### config.mk
export PLATFORM = sky130hd
export DESIGN_NAME = pipe_stage_reg
export DESIGN_NICKNAME = d
export VERILOG_FILES = /design/src/rtl/pipe_stage_reg.sv
export SDC_FILE = /design/constraint.sdc
export NUM_CORES = 1
export LEC_CHECK = 0
export ABC_AREA = 0
export CORE_AREA = 4 4 112 114
export DETAILED_ROUTE_END_ITERATION = 16
export DIE_AREA = 0 0 116 118
export PLACE_DENSITY = 0.89
export SLEW_MARGIN = 25
export SYNTH_ARGS = -nofsm -noshare
export SYNTH_HDL_FRONTEND = slang
export SYNTH_SLANG_ARGS = --single-unit
### constraint.sdc
create_clock -name clk -period 4.3 [get_ports clk]
set_clock_uncertainty 0.05 [all_clocks]
set_input_delay 0.86 -clock clk [delete_from_list [all_inputs] [get_ports clk]]
set_output_delay 0.86 -clock clk [all_outputs]
set_load 0.005 [all_outputs]
### src/rtl/pipe_stage_reg.sv
// ---------------------------------------------------------------------------
// pipe_stage_reg
//   Generic pipeline stage register. Carries an opaque payload plus a control
//   bundle across one stage boundary with a valid/ready handshake, flush and
//   bubble insertion. With SKID=1 a second (skid) entry lets in_ready be a
//   flop, so the ready path is cut between stages.
//
// Handshake: a transfer happens on a rising clk edge where valid && ready.
//   Upstream may not retract in_valid/in_data/in_ctrl while stalled; the
//   stage never presents a new out_* value while out_valid && !out_ready.
//
// Ports
//   clk        rising-edge clock
//   rst_n      asynchronous active-low reset
//   flush      synchronous kill of all held entries (wins over everything)
//   in_valid   upstream entry present
//   in_ready   stage can accept this cycle
//   in_data    upstream payload   [DATA_W]
//   in_ctrl    upstream control   [CTRL_W]
//   out_valid  held entry presented downstream
//   out_ready  downstream accepts
//   out_data   held payload       [DATA_W] (stale when out_valid=0)
//   out_ctrl   held control       [CTRL_W] (zero when out_valid=0)
//   occupancy  held entries; for SKID=1 it is also the FSM state
//              (0=EMPTY, 1=HALF, 2=FULL) for observation
// ---------------------------------------------------------------------------
module pipe_stage_reg #(
  parameter int DATA_W = 64,
  parameter int CTRL_W = 8,
  parameter int SKID   = 1
) (
  input  logic              clk,
  input  logic              rst_n,
  input  logic              flush,
  input  logic              in_valid,
  output logic              in_ready,
  input  logic [DATA_W-1:0] in_data,
  input  logic [CTRL_W-1:0] in_ctrl,
  output logic              out_valid,
  input  logic              out_ready,
  output logic [DATA_W-1:0] out_data,
  output logic [CTRL_W-1:0] out_ctrl,
  output logic [1:0]        occupancy
);

  logic w_in_xfer;
  logic w_out_xfer;

  assign w_in_xfer  = in_valid && in_ready;
  assign w_out_xfer = out_valid && out_ready;

  if (SKID == 0) begin : g_noskid
    logic              r_valid;
    logic [DATA_W-1:0] r_data;
    logic [CTRL_W-1:0] r_ctrl;

    always_ff @(posedge clk or negedge rst_n) begin
      if (!rst_n) begin
        r_valid <= 1'b0;
        r_data  <= '0;
        r_ctrl  <= '0;
      end else if (flush) begin
        r_valid <= 1'b0;
        r_ctrl  <= '0;
      end else if (w_in_xfer) begin
        r_valid <= 1'b1;
        r_data  <= in_data;
        r_ctrl  <= in_ctrl;
      end else if (w_out_xfer) begin
        // Drained with nothing behind it: bubble, data left stale.
        r_valid <= 1'b0;
        r_ctrl  <= '0;
      end
    end

    // Ready passes straight through from downstream in this mode.
    assign in_ready  = !r_valid || out_ready;
    assign out_valid = r_valid;
    assign out_data  = r_data;
    assign out_ctrl  = r_valid ? r_ctrl : '0;
    assign occupancy = {1'b0, r_valid};

  end else begin : g_skid
    typedef enum logic [1:0] {
      ST_EMPTY = 2'd0,
      ST_HALF  = 2'd1,
      ST_FULL  = 2'd2
    } state_t;

    state_t            r_state;
    state_t            w_state_nxt;
    logic              r_in_ready;
    logic [DATA_W-1:0] r_main_data;
    logic [CTRL_W-1:0] r_main_ctrl;
    logic [DATA_W-1:0] r_skid_data;
    logic [CTRL_W-1:0] r_skid_ctrl;

    logic w_load_main;   // main <= input
    logic w_load_skid;   // skid <= input (main still stalled)
    logic w_move_skid;   // main <= skid, skid emptied
    logic w_drain;       // main emptied, nothing replaces it

    // State register
    always_ff @(posedge clk or negedge rst_n) begin
      if (!rst_n) begin
        r_state <= ST_EMPTY;
      end else begin
        r_state <= w_state_nxt;
      end
    end

    // Next-state logic
    always_comb begin
      w_state_nxt = r_state;
      if (flush) begin
        w_state_nxt = ST_EMPTY;
      end else begin
        case (r_state)
          ST_EMPTY: if (w_in_xfer) w_state_nxt = ST_HALF;
          ST_HALF: begin
            if (w_in_xfer && !w_out_xfer)      w_state_nxt = ST_FULL;
            else if (!w_in_xfer && w_out_xfer) w_state_nxt = ST_EMPTY;
          end
          ST_FULL:  if (w_out_xfer) w_state_nxt = ST_HALF;
          default:  w_state_nxt = ST_EMPTY;
        endcase
      end
    end

    // Datapath control decode
    always_comb begin
      w_load_main = 1'b0;
      w_load_skid = 1'b0;
      w_move_skid = 1'b0;
      w_drain     = 1'b0;
      if (!flush) begin
        case (r_state)
          ST_EMPTY: w_load_main = w_in_xfer;
          ST_HALF: begin
            w_load_main = w_in_xfer && w_out_xfer;
            w_load_skid = w_in_xfer && !w_out_xfer;
            w_drain     = w_out_xfer && !w_in_xfer;
          end
          ST_FULL:  w_move_skid = w_out_xfer;
          default: ;
        endcase
      end
    end

    always_ff @(posedge clk or negedge rst_n) begin
      if (!rst_n) begin
        r_in_ready  <= 1'b1;
        r_main_data <= '0;
        r_main_ctrl <= '0;
        r_skid_data <= '0;
        r_skid_ctrl <= '0;
      end else begin
        // Registered ready: accept next cycle unless we are about to be full.
        r_in_ready <= (w_state_nxt != ST_FULL);
        if (flush) begin
          r_main_ctrl <= '0;
          r_skid_ctrl <= '0;
        end else begin
          if (w_load_main) begin
            r_main_data <= in_data;
            r_main_ctrl <= in_ctrl;
          end else if (w_move_skid) begin
            r_main_data <= r_skid_data;
            r_main_ctrl <= r_skid_ctrl;
          end else if (w_drain) begin
            r_main_ctrl <= '0;
          end
          if (w_load_skid) begin
            r_skid_data <= in_data;
            r_skid_ctrl <= in_ctrl;
          end else if (w_move_skid) begin
            r_skid_ctrl <= '0;
          end
        end
      end
    end

    assign in_ready  = r_in_ready;
    assign out_valid = (r_state != ST_EMPTY);
    assign out_data  = r_main_data;
    assign out_ctrl  = out_valid ? r_main_ctrl : '0;
    assign occupancy = r_state;
  end

endmodule

==> results.txt <==
outcome - complete, no violations
Die ar. - 13,690 um^2
headroom to the max-slew limit - 44.45%
Top Ports - 153
most frequent cells in the layout - clkdlybuf4s50_1 (151), dfrtp_1 (146), a22o_1 (72)
sw frac - 23.40%
gr usage total - 21.38%
DRC viols - 0
Mean Syn Cell Area - 14.27 um^2
final setup margin - 1.442 ns
initial antenna violation count - 0
post-synthesis cell area - 6066 um^2
post-CTS resize count - 0
placed cells - 698
CP Max Fanout - 10
P_int - 3.151 mW
fin util - 72.36%
Hold Crit Class - flip-flop to flip-flop
Worst-Margin Slew - 0.8332 ns
Die X - 116 um
main area contributors after synthesis - dfrtp_1 (60%), a22o_1 (10%), mux2_2 (8.2%)
WL final - 14,170 um
period utilization - 66.47%
RSZ-0062 raised after global routing - no
number of distinct library cells after synthesis - 31
DIE HEIGHT - 118 um
CTS buffer count - 17
clock power share - 37.2%
sequential area share after synthesis - 60.66%
Post-Syn Nets - 502
layout cells sized above 1 - 15.84%
largest area contributor in the netlist - dfrtp_1
Starting DRT DRC Count - 236
Cells after Synth - 425
number of max-cap violations - 0
fmax - 0.3499 GHz
critical path class - flip-flop to output port
final critical-path required period - 2.858 ns
register share of total power - 45.2%
Final TNS setup - 0 ns
cts hold-fix bufs - 0
critical path endpoint category - output port
TritonRoute pass-1 iters - 4
Layout Cells excl Fill - 730
core footprint - 11,420 um^2
CTS tree - done
Pwr per Cell Area - 497.8 nW/um^2
share of the synthesized area in the top cell type - 60.23%
final hold viol count - 0
crit path launch type - flip-flop
LEAKAGE - 3.971 nW
post-CTS setup buffers - 0
DR WL/cell - 19.41 um
I/O Buffers - 152
CTS Sinks - 147
DR vias/cell - 5.767
layout overhead on the synthesized area - 36.22%
DP HPWL - 9278 um
Worst EP arrival - 1.95 ns
gpl congestion - 0.7831
Clk pin slew, worst setup/hold paths - 0.06 ns
Max clock buf depth - 2
n_diodes - 0
NetSw - 962.7 uW
hold slack - 0.4217 ns
H-tree depth - 4
antenna-violating nets left - 0
vias post-DR - 4,210
Initial Util - 53.12%
final slew viol count - 0
Nets - 651
# rows - 39
pin count of the biggest net entering global routing - 97
first-pass GRT wire length - 22,940 um
yosys warns - 0
global route overflow - 0
Logic pwr share - 17.6%
commonest non-fill, non-tap cell in the layout - clkdlybuf4s50_1
synthesis-stage register bit count - 147
CTS root buf - clkbuf_16
required time of the critical path - 3.39 ns
setup violators final - 0
vias in the first global route - 4,531
worst vdd ir - 308.1 uV
clk_lat worst skew - 0.41 ns
worst slack, placed - 1.314 ns
-- synthesized netlist by cell type (all sizes together) --
| cell type | instances |
|---|---|
| mux2 | 64 |
| nor2b | 1 |
| and2 | 8 |
| o21a | 1 |
| inv | 2 |
| a21o | 64 |
| dfstp | 1 |
| nand2 | 2 |
| nor4b | 1 |
| a22o | 72 |
| a22oi | 8 |
| xnor2 | 1 |
| buf | 25 |
| o221ai | 1 |
| nor2 | 7 |
| clkbuf | 5 |
| or2 | 1 |
| dfrtp | 146 |
| nand3b | 2 |
| nand2b | 2 |
| nor3 | 3 |
| o2bb2ai | 8 |
-- logic make-up after synthesis --
family	synth area share (%)
DFF	60.66
xor gates and xnor gates	0.1444
muxes	11.88
AOI/OAI and AO/OA	20.73
buffers and inverters	3.383
and+or+nand+nor	3.198
-- state kept, by name, indices dropped and copies added (netlist names) --
name,count
g_skid.r_skid_data,64
out_data,64
g_skid.r_main_ctrl,8
g_skid.r_skid_ctrl,8
occupancy,2
in_ready,1
-- power by group through the flow --
stage / combinational, mW / sequential (mW) / clock, mW
6_report: 0.726 / 1.86 / 1.53
5_1_grt: 0.788 / 1.89 / 1.62
4_1_cts: 0.739 / 1.86 / 1.55
3_5_place_dp: 0.734 / 1.88 / 0
3_3_place_gp: 0.702 / 1.86 / 0
2_1_floorplan: 0.326 / 1.84 / 0
-- layout make-up --
class	count	area, um^2
sequential	147	3680
fill	781	3156
multi-input combinational	246	2191
timing repair buffer	160	1583
clock buffer	23	498.0
tap	143	178.9
clock inverter	9	125.1
inverter	2	7.507
-- layer usage --
layer  track usage [%]  wire, um  part of all wire (%)
met1             25.70      5726                    40
met2             35.65      7222                    51
met3             7.198      1000                   7.1
met4             7.397       216                   1.5
met5                 0         0                     0
-- metrics by stage --
stage / power (mW) / area [um^2]
5_1_grt: 4.298 / 8263
6_report: 4.113 / 8263
3_5_place_dp: 2.611 / 7640
2_1_floorplan: 2.170 / 6066
4_1_cts: 4.150 / 8263
3_3_place_gp: 2.558 / 7640
-- critical path, cell delays in order (launching register included) --
cell	delay, ns
dfrtp_1	0.46
or2_2	0.42
and2_1	0.21
clkdlybuf4s50_1	0.45
-- worst paths after layout --
kind,start,to,slack [ns],cells past startpoint
max in group asynchronous,rst_n,g_skid.r_skid_data[61],2.81,2
worst max register to register,occupancy[0],out_data[50],2.16,5
min in group asynchronous,rst_n,g_skid.r_skid_data[47],0.47,1
worst min register to register,out_data[15],out_data[15],0.42,1
worst min-delay path,out_data[15],out_data[15],0.42,1
worst max-delay path,occupancy[0],out_ctrl[3],1.44,3
Note: power is estimated with default switching activity, not from simulation.
